===== config.mk =====
export PLATFORM = sky130hd
export DESIGN_NAME = audio_dac_serializer_flat
export DESIGN_NICKNAME = d
export VERILOG_FILES = /design/src/rtl/audio_dac_serializer_if.sv /design/src/rtl/audio_dac_serializer.sv /design/src/flat_wrapper.sv
export SDC_FILE = /design/constraint.sdc
export NUM_CORES = 1
export LEC_CHECK = 0
export CORE_AREA = 2 2 63 65
export CTS_BUF_LIST = sky130_fd_sc_hd__clkbuf_8
export DETAILED_ROUTE_END_ITERATION = 6
export DIE_AREA = 0 0 65 67
export GPL_TIMING_DRIVEN = 0
export PLACE_DENSITY_LB_ADDON = 0.08
export SETUP_SLACK_MARGIN = 0.05
export SLEW_MARGIN = 20
export SYNTH_ARGS = -nofsm -noshare
export SYNTH_HDL_FRONTEND = slang
export SYNTH_SLANG_ARGS = --single-unit

===== constraint.sdc =====
create_clock -name iCLK_50 -period 4.5 [get_ports iCLK_50]
set_input_delay 0.675 -clock iCLK_50 [delete_from_list [all_inputs] [get_ports iCLK_50]]
set_output_delay 0.675 -clock iCLK_50 [all_outputs]
set_load 0.005 [all_outputs]

===== src/rtl/audio_dac_serializer_if.sv =====
// audio_dac_serializer_if: CODEC clocks, sample inputs and serial/status outputs of the DAC serializer
interface audio_dac_serializer_if #(
  parameter int SAMPLE_WIDTH = 16
);
  logic                    AUD_BCLK;
  logic                    AUD_DACLRCK;
  logic [SAMPLE_WIDTH-1:0] iSampleL;
  logic [SAMPLE_WIDTH-1:0] iSampleR;
  logic                    iMute;
  logic                    oAUD_DACDAT;
  logic                    oFrameTick;
  logic                    oFrameErr;
  modport slave (
    input  AUD_BCLK, AUD_DACLRCK, iSampleL, iSampleR, iMute,
    output oAUD_DACDAT, oFrameTick, oFrameErr
  );
  modport master (
    output AUD_BCLK, AUD_DACLRCK, iSampleL, iSampleR, iMute,
    input  oAUD_DACDAT, oFrameTick, oFrameErr
  );
endinterface


===== src/rtl/audio_dac_serializer.sv =====
// audio_dac_serializer: shifts coherently captured L/R samples MSB-first to the CODEC DAC pin, slaved to CODEC BCLK/LRCK
module audio_dac_serializer #(
  parameter int SAMPLE_WIDTH = 16,
  parameter int SYNC_STAGES  = 2,
  parameter int I2S_DELAY    = 1
) (
  input logic                   iCLK_50,
  input logic                   Reset,
  audio_dac_serializer_if.slave aud
);
  localparam int CW = $clog2(SAMPLE_WIDTH + 1);
  localparam logic [CW-1:0] LAST = CW'(SAMPLE_WIDTH);
  typedef enum logic [1:0] {IDLE, SHIFT, PAD} state_t;
  state_t state_q, state_d;
  logic [SYNC_STAGES-1:0] bclk_sync_q, lrck_sync_q;
  logic bclk_prev_q, lrck_last_q, lrck_last_d;
  logic [SAMPLE_WIDTH-1:0] hold_l_q, hold_l_d, hold_r_q, hold_r_d, sr_q, sr_d;
  logic [SAMPLE_WIDTH-1:0] cap_l, cap_r, load_word;
  logic [CW-1:0] cnt_q, cnt_d;
  logic dac_q, dac_d, tick_q, tick_d, err_q, err_d;
  logic bclk_s, lrck_s, bclk_fall, slot_edge, load, shifting;
  assign bclk_s    = bclk_sync_q[SYNC_STAGES-1];
  assign lrck_s    = lrck_sync_q[SYNC_STAGES-1];
  assign bclk_fall = bclk_prev_q & ~bclk_s;
  assign slot_edge = bclk_fall & (lrck_s != lrck_last_q);
  // IDLE only wakes on a left slot so a partial frame is never emitted
  assign load      = slot_edge & ((state_q != IDLE) | ~lrck_s);
  assign shifting  = bclk_fall & (state_q == SHIFT) & (cnt_q != LAST);
  assign cap_l     = aud.iMute ? '0 : aud.iSampleL;
  assign cap_r     = aud.iMute ? '0 : aud.iSampleR;
  assign load_word = lrck_s ? hold_r_q : cap_l;
  always_ff @(posedge iCLK_50) begin
    if (Reset) state_q <= IDLE;
    else state_q <= state_d;
  end
  always_comb begin
    state_d = load ? SHIFT :
              (bclk_fall && state_q == SHIFT && cnt_q == LAST) ? PAD : state_q;
  end
  always_comb begin
    hold_l_d    = (load & ~lrck_s) ? cap_l : hold_l_q;
    hold_r_d    = (load & ~lrck_s) ? cap_r : hold_r_q;
    lrck_last_d = bclk_fall ? lrck_s : lrck_last_q;
    tick_d      = load & ~lrck_s;
    err_d       = slot_edge & (state_q == SHIFT) & (cnt_q != LAST);
    sr_d        = sr_q;
    cnt_d       = cnt_q;
    dac_d       = dac_q;
    if (load) begin
      sr_d  = (I2S_DELAY != 0) ? load_word : {load_word[SAMPLE_WIDTH-2:0], 1'b0};
      cnt_d = (I2S_DELAY != 0) ? '0 : CW'(1);
      dac_d = (I2S_DELAY != 0) ? 1'b0 : load_word[SAMPLE_WIDTH-1];
    end else if (shifting) begin
      sr_d  = {sr_q[SAMPLE_WIDTH-2:0], 1'b0};
      cnt_d = cnt_q + CW'(1);
      dac_d = sr_q[SAMPLE_WIDTH-1];
    end else if (bclk_fall) begin
      dac_d = 1'b0;
    end
  end
  always_ff @(posedge iCLK_50) begin
    if (Reset) begin
      bclk_sync_q <= '0;
      lrck_sync_q <= '0;
      bclk_prev_q <= 1'b0;
      lrck_last_q <= 1'b1;
      hold_l_q    <= '0;
      hold_r_q    <= '0;
      sr_q        <= '0;
      cnt_q       <= '0;
      dac_q       <= 1'b0;
      tick_q      <= 1'b0;
      err_q       <= 1'b0;
    end else begin
      bclk_sync_q <= {bclk_sync_q[SYNC_STAGES-2:0], aud.AUD_BCLK};
      lrck_sync_q <= {lrck_sync_q[SYNC_STAGES-2:0], aud.AUD_DACLRCK};
      bclk_prev_q <= bclk_s;
      lrck_last_q <= lrck_last_d;
      hold_l_q    <= hold_l_d;
      hold_r_q    <= hold_r_d;
      sr_q        <= sr_d;
      cnt_q       <= cnt_d;
      dac_q       <= dac_d;
      tick_q      <= tick_d;
      err_q       <= err_d;
    end
  end
  assign aud.oAUD_DACDAT = dac_q;
  assign aud.oFrameTick  = tick_q;
  assign aud.oFrameErr   = err_q;
endmodule


===== src/flat_wrapper.sv =====
// flat-port wrapper written by rule: the top's interface ports become plain ports
module audio_dac_serializer_flat 
#(
  parameter int SAMPLE_WIDTH = 16,
  parameter int SYNC_STAGES  = 2,
  parameter int I2S_DELAY    = 1
)
  (iCLK_50, Reset, aud_AUD_BCLK, aud_AUD_DACLRCK, aud_iSampleL, aud_iSampleR, aud_iMute, aud_oAUD_DACDAT, aud_oFrameTick, aud_oFrameErr);
  audio_dac_serializer_if #(.SAMPLE_WIDTH(SAMPLE_WIDTH)) aud_i ();
  input logic iCLK_50;
  input logic Reset;
  input wire logic [$bits(aud_i.AUD_BCLK)-1:0] aud_AUD_BCLK;
  input wire logic [$bits(aud_i.AUD_DACLRCK)-1:0] aud_AUD_DACLRCK;
  input wire logic [$bits(aud_i.iSampleL)-1:0] aud_iSampleL;
  input wire logic [$bits(aud_i.iSampleR)-1:0] aud_iSampleR;
  input wire logic [$bits(aud_i.iMute)-1:0] aud_iMute;
  output wire logic [$bits(aud_i.oAUD_DACDAT)-1:0] aud_oAUD_DACDAT;
  output wire logic [$bits(aud_i.oFrameTick)-1:0] aud_oFrameTick;
  output wire logic [$bits(aud_i.oFrameErr)-1:0] aud_oFrameErr;
  assign aud_i.AUD_BCLK = aud_AUD_BCLK;
  assign aud_i.AUD_DACLRCK = aud_AUD_DACLRCK;
  assign aud_i.iSampleL = aud_iSampleL;
  assign aud_i.iSampleR = aud_iSampleR;
  assign aud_i.iMute = aud_iMute;
  assign aud_oAUD_DACDAT = aud_i.oAUD_DACDAT;
  assign aud_oFrameTick = aud_i.oFrameTick;
  assign aud_oFrameErr = aud_i.oFrameErr;
  audio_dac_serializer #(.SAMPLE_WIDTH(SAMPLE_WIDTH), .SYNC_STAGES(SYNC_STAGES), .I2S_DELAY(I2S_DELAY)) u_core (.iCLK_50(iCLK_50), .Reset(Reset), .aud(aud_i));
endmodule

== Yosys cells after proc, flatten, opt, wreduce, memory -nomap -nowiden ==
Cells that the tools add are included.
Word-level totals
  logic and storage cells: 44
  input bits: 37
  output and inout bits: 3
  register bits after elaboration: 48
Cells by class
  add/subtract/negate cells: 1
  equal/unequal tests: 4
  multiplexer cells: 9
  reductions and logical operators: 7
  bitwise operators: 11
Operator list (count)
  16-bit two-way mux: 5
  1-bit bitwise AND: 8
  2-bit nonzero test: 4
  5-bit by 1-bit adder with 5-bit output, second input constant: 1
  5-bit == test, second input constant: 1
  5-bit != test, second input constant: 1
  1-bit two-way mux: 4
  2-bit by 1-bit == test with 1-bit output, second input constant: 1
  1-bit logical AND: 2
  1-bit inverter: 2
  2-bit OR reduction: 1
  1-bit != test: 1
  1-bit bitwise OR: 1

== Longest topological paths before layout ==
Gate-level depths: netlist of the first run.
  depth in word-level cells: 6
  mapped depth: 8
  gate-level depth less buffers: 6

== Worst setup path after synthesis of the first run ==
Ideal clock, no wire load.
  kind: input port to flip-flop
  start: in aud_iMute
  end: reg u_core.sr_q[15]
  data arrival time: 1.552 ns
  buffers on the path: 1
  data required time: 4.409 ns
  cell stages on the path: 5
  setup time: 0.091 ns
  path slack: 2.857 ns
  path through: nor2_1 -> buf_2 -> a22o_1 -> nor3_1 -> a311oi_1
On the way
  word-level cells in the longest chain between the ends: 3
RTL lines
  from (decl): RTL line flat_wrapper.sv:16  | input wire logic [$bits(aud_i.iMute)-1:0] aud_iMute;
  16-bit two-way mux: RTL line audio_dac_serializer.sv:29  | assign cap_l = aud.iMute ? '0 : aud.iSampleL;
  16-bit two-way mux: RTL line audio_dac_serializer.sv:31  | assign load_word = lrck_s ? hold_r_q : cap_l;
  16-bit two-way mux: RTL line audio_dac_serializer.sv:49  | if (load) begin
  to (signal assigned): RTL line audio_dac_serializer.sv:81  | sr_q <= sr_d;
  to (decl): RTL line audio_dac_serializer.sv:17  | logic [SAMPLE_WIDTH-1:0] hold_l_q, hold_l_d, hold_r_q, hold_r_d, sr_q, sr_d;
Every way passes these cells.
A chain may end at the register's enable or synchronous reset.

== Worst setup path in the final report of the first run ==
  start: in aud_iMute
  end: reg u_core.sr_q[14]
The elaborated chain is that of the path after synthesis.

==> qor.yml, run 1 <==
worst_hold_path:
  hold_class: "reg2reg"
clock_network:
  cts_buffers: 5
  insertion_delay_ns: 0.31
  clockRootBuffer: "clkbuf_8"
  cts_tree: "yes"
  clock_path_buffers: 2
  path_clk_slew_ns: 0.09
  clock-sinks: 48
  h-tree-depth: 2
  ctsResizeCount: 0
  hold_buffers: 0
  cts_setup_buffers: 0
worst_setup_path:
  slowest_stage: "clkdlybuf4s50_1"
  slowest_delay_ns: 0.43
  path_max_fanout: 10
  worstSetupPathType: "in2reg"
  cp-end-kind: "flip-flop"
  critPathArrivalTime_ns: 2.31
  cp.required_ns: 4.71
  cp-start-kind: "input pin"
  path_cells: "clkdlybuf4s50_1 > nor2_1 > buf_2 > a22o_1 > nor3_1 > a311oi_1"
global_routing:
  grt_overflow_total: 0
  antenna_found_initial: 0
  grt_util_all_layers_pct: 21.9
  grt_max_degree: 15
  grt_pass1_wl_mm: 7.29
  grt_pass1_vias: 1604
power:
  ir_worst_vdd_v: 0.000282
  power_switching_mw: 0.183
  comb_power_share_pct: 9.3
  switching_share_pct: 21.3
  intPower_mw: 0.676
  p_leak_nw: 0.951
  clkPwrFrac_pct: 39.8
  seq_power_share_pct: 50.9
  fin_total_pwr_mw: 0.859
  power_density_nw_per_um2: 330
logic_synthesis:
  yosysSeqAreaShare_pct: 47.4
  synthTopCellsByCount: "dfxtp_1 (48), nand2_1 (32), a22o_1 (31)"
  ys_warn_count: 0
  synth_top_area_share_pct: 47.4
  synth_area_um2: 2030
  synth_edf_count: 0
  synth_cells: 211
  synth_cell_type_count: 32
  synthFlopType: "dfxtp_1"
  synth.largest_area_cell: "dfxtp_1"
  yosysMostFrequentCell: "dfxtp_1"
  syn_area_per_cell_um2: 9.61
  ys_async_sr_fraction_pct: 0
  postSynthNetCount: 250
  yosys-top-cells-area: "dfxtp_1 (47%), a22o_1 (13%), a311oi_1 (6.5%), nand2_1 (5.9%), nor3_1 (5.7%)"
  synth-seq-cells: 48
final_layout:
  fill_cells: 281
  final_nets: 296
  drive_gt1_share_pct: 8.91
  diodes: 0
  area_delta_synth_final_pct: 28.5
  fin_util_pct: 72.2
routing:
  wl_per_cell_um: 14.4
  detail_route.wirelength_mm: 4.41
  routed_via_density: 5.65
  drtIter0Drc: 155
  drc_errors: 0
  postRouteAntennaNets: 0
  num_vias: 1728
  first_pass_iters: 4
timing:
  skew_ns: 0.00774
  hold_viol_final: 0
  min_period_ns: 2.11
  report.final.setup_viol: 0
  fin_setup_tns_ns: 0
  finalCritPeriodShare_pct: 46.8
  rsz0062_at_grt: "false"
  slew_viol_final: 0
  slew_headroom_pct: 67.9
  worst_pin_slew_ns: 0.480
  timing.fmax_mhz: 475
placed_design:
  routabilityCongestion: 0.792
  io_buffers: 39
  dp_hpwl_mm: 3.07
die:
  fp-row-count: 22
  initial_core_util_pct: 56.2
  dieArea_um2: 4360
  die_h_um: 67
  die_w_um: 65
  io_pins: 40
  coreArea_um2: 3610
job:
  max_cap_viol_count: 0
run_status:
  outcome: "finished, final reports clean"
[worst max-delay path, delay by kind of cell]
family / cells / cell delay (ns)
AO/OA/AOI/OAI: 2 / 0.47
buffers and inverters: 2 / 0.74
AND/OR/NAND/NOR: 2 / 0.42
[flip-flops by register name, indices dropped and copies added (netlist names), 2 cells and up]
name,flops
u_core.lrck_sync_q,2
u_core.sr_q,16
u_core.state_q,2
u_core.cnt_q,5
u_core.bclk_sync_q,2
u_core.hold_r_q,16
[final timing paths]
path	startpoint	endpoint	slack [ns]	cells after the start
max	aud_iMute	u_core.sr_q[14]$_SDFFE_PP0P_	2.39	6
min	u_core.lrck_sync_q[0]$_SDFF_PP0_	u_core.lrck_sync_q[1]$_SDFF_PP0_	0.45	1
max reg2reg	u_core.cnt_q[0]$_SDFFE_PP0P_	u_core.sr_q[14]$_SDFFE_PP0P_	2.61	7
min reg2reg	u_core.lrck_sync_q[0]$_SDFF_PP0_	u_core.lrck_sync_q[1]$_SDFF_PP0_	0.45	1
[power by group through the flow]
stage,Combinational (mW),Clock [mW],Sequential (mW)
final,0.0801,0.342,0.437
after global routing,0.0871,0.362,0.439
after CTS,0.0804,0.341,0.437
after detailed placement,0.0800,0,0.447
after global placement,0.0798,0,0.447
after floorplan,0.0384,0,0.446
[kinds of logic after synthesis]
logic type	Yosys count	synth area share (%)
and+or+nand+nor	77	19.1
adders and majority gates	2	1.23
muxes	1	0.494
xor gates and xnor gates	4	1.73
DFF	48	47.4
AOI/OAI and AO/OA	58	24.2
buffers and inverters	21	5.80
[metrics by stage]
| stage | area (um2) | hold WS, ns | worst slack [ns] | cells |
|---|---|---|---|---|
| 3_5_place_dp | 2480 | 0.425 | 2.09 | 298 |
| 5_1_grt | 2600 | 0.480 | 2.28 | 306 |
| 6_report | 2600 | 0.452 | 2.39 | 306 |
| 4_1_cts | 2600 | 0.445 | 2.38 | 306 |
| 3_3_place_gp | 2480 | 0.417 | 2.13 | 298 |
| 2_1_floorplan | 2030 | 0.414 | 2.86 | 211 |
[layout by cell type, fill, tap and decap left out, types with 2 or more instances in the layout]
cell type,netlist,final
nor2_1,4,4
clkbuf_8,0,7
clkdlybuf4s50_1,0,39
a311oi_1,15,15
nor2b_1,5,5
nor3_1,23,23
dfxtp_1,48,48
a22oi_1,2,2
nand4_1,2,2
clkbuf_1,6,6
buf_4,2,2
nand2_1,32,32
xor2_1,3,3
nand2b_1,4,4
inv_1,3,3
ha_1,2,2
a21oi_1,5,5
a22o_1,31,31
buf_2,7,7
buf_6,3,3
[layer usage]
layer	vias to the layer above	GRT usage, %	share of wire, %
li1	873	-	-
met1	817	28.4	47
met2	29	35.3	48
met3	9	5.74	3.3
met4	0	7.18	1.8
met5	-	0	0
[final cells by class]
class	instances	area (um2)	area share, %
plain buffers	18	106	4.08
clock buffers	7	96.3	3.70
clock inverters	1	30.0	1.15
inverters	3	11.3	0.432
multi-input cells	142	948	36.4
flip-flops and latches	48	961	36.9
well taps	48	60.1	2.31
repair buffers	39	390	15.0
(Power assumes the default switching activity.)
==> run 2: changes to the inputs <==
CORE_AREA = 2 2 68 70   (was 2 2 63 65)
DIE_AREA = 0 0 70 72   (was 0 0 65 67)
clock period = 1.8 ns   (was 4.5 ns; I/O delays follow)
==> qor.yml, run 2 (same netlist as run 1, synthesis figures left out) <==
clock_network:
  insertion_delay_ns: 0.29
  clock_path_buffers: 2
  cts_setup_buffers: 0
  cts_tree: "yes"
  clockRootBuffer: "clkbuf_8"
  clock-sinks: 48
  hold_buffers: 0
  h-tree-depth: 2
  path_clk_slew_ns: 0.08
  cts_buffers: 5
worst_setup_path:
  crit_top_cell: "buf_6"
  path_cells: "nand2b_1 > o21a_1 > buf_6 > o31a_4 > buf_6 > a22o_1"
  worstSetupPathType: "reg2reg"
  slowest_delay_ns: 0.48
  regToRegStartpoint: "u_core.lrck_sync_q[1]$_SDFF_PP0_"
  cp-start-kind: "flip-flop"
  cp-end-kind: "flip-flop"
  cp-startpoint: "u_core.lrck_sync_q[1]$_SDFF_PP0_"
  crit_buf_inv: 2
  critPathArrivalTime_ns: 1.86
  cp.required_ns: 1.99
  path_delay_family: "compound AO/OA/AOI/OAI gates"
  path_max_fanout: 10
  slowest_stage: "dfxtp_1"
final_layout:
  layout.cells.non_filler: 309
  drive_gt1_share_pct: 11.7
  final_nets: 296
  area_delta_synth_final_pct: 29.9
  reg_top3: "u_core.hold_r_q x16, u_core.sr_q x16, u_core.cnt_q x5"
  final_cell_mix: "dfxtp_1 (46), clkdlybuf4s50_1 (39), nand2_1 (31), a22o_1 (31), nor3_1 (23)"
  diodes: 0
  layout_commonest_cell: "dfxtp_1"
timing:
  skew_ns: 0.00550
  timing.fmax_mhz: 601
  whs_ns: 0.449
  slew_headroom_pct: 64.2
  hold_viol_final: 0
  report.final.setup_viol: 0
  worst_pin_slew_ns: 0.535
  rsz0062_at_grt: "true"
  fin_setup_tns_ns: 0
  slew_viol_final: 0
  layout_setup_ws_ns: 0.136
  min_period_ns: 1.66
  finalCritPeriodShare_pct: 92.4
die:
  die_h_um: 72
  fp-row-count: 24
  initial_core_util_pct: 47.5
  dieArea_um2: 5040
  io_pins: 40
  coreArea_um2: 4260
  die_w_um: 70
routing:
  postRouteAntennaNets: 0
  detail_route.wirelength_mm: 4.39
  first_pass_iters: 5
  wl_per_cell_um: 14.2
  drc_errors: 0
  drtIter0Drc: 54
  routed_via_density: 5.55
  num_vias: 1714
placed_design:
  io_buffers: 39
  pre_cts_ws_ns: -0.129
  dp_hpwl_mm: 3.16
  dp.cells: 302
  routabilityCongestion: 0.734
global_routing:
  grt_util_all_layers_pct: 18.1
  grt_max_degree: 14
  grt_pass1_vias: 1659
  grt_overflow_total: 0
  antenna_found_initial: 0
  grt_pass1_wl_mm: 7.43
power:
  comb_power_share_pct: 10.2
  power_switching_mw: 0.430
  clkPwrFrac_pct: 34.4
  seq_power_share_pct: 55.4
  ir_worst_vdd_v: 0.000363
  p_leak_nw: 0.952
  power_density_nw_per_um2: 749
  intPower_mw: 1.54
  switching_share_pct: 21.8
  fin_total_pwr_mw: 1.97
worst_hold_path:
  min_from: "u_core.bclk_sync_q[0]$_SDFF_PP0_"
  hold_class: "reg2reg"
run_status:
  outcome: "finished, final reports clean"
job:
  max_cap_viol_count: 0
## run 2: changes by cell type in the layout (fill, tap and decap cells not counted), sizes merged
| cell | delta |
|---|---|
| bufinv | -1 |
| clkbuf | +1 |
| buf | -1 |
## run 2: final timing paths
kind	endpoint	slack [ns]	depth (start not counted)
setup / recovery	u_core.hold_r_q[8]$_SDFFE_PP0P_	0.14	6
hold / removal	u_core.bclk_sync_q[1]$_SDFF_PP0_	0.45	1
setup reg to reg	u_core.hold_r_q[8]$_SDFFE_PP0P_	0.14	6
hold reg to reg	u_core.bclk_sync_q[1]$_SDFF_PP0_	0.45	1
## run 2: cell type report
class                           instances  area, um2
Fill cell                             395       1630
Multi-Input combinational cell        142        985
Sequential cell                        48        966
Timing Repair Buffer                   39        390
Buffer                                 18        119
Clock buffer                            7       96.3
Tap cell                               52       65.1
Inverter                                3       11.3
## run 2: per-stage QoR
stage / instance area (um2) / utilization (%)
after global routing: 2630 / 61.7
final: 2630 / 61.7
after CTS: 2600 / 60.9
after floorplan: 2030 / -
after global placement: 2480 / 58.2
after detailed placement: 2480 / 58.2
## run 2: power groups by stage
stage               sequential, mW  clock [mW]  combinational [mW]
floorplan                     1.12           0              0.0960
global placement              1.12           0               0.197
detailed placement            1.12           0               0.199
CTS                           1.09       0.700               0.200
global route                  1.10       0.731               0.220
finish                        1.09       0.678               0.201
## run 2: repair_timing
| action | 4_1_cts | 5_1_grt |
|---|---|---|
| setup endpoints to repair | 8 | 16 |
| gates resized for setup | 3 | 12 |
| pin swaps | 0 | 1 |
## run 2: layer usage
layer / up-vias / routed length [um] / track usage, %
met2: 38 / 2000 / 29.9
li1: 875 / - / -
met4: 0 / 29 / 4.49
met1: 797 / 2200 / 24.3
met3: 4 / 163 / 4.17
met5: - / 0 / 0
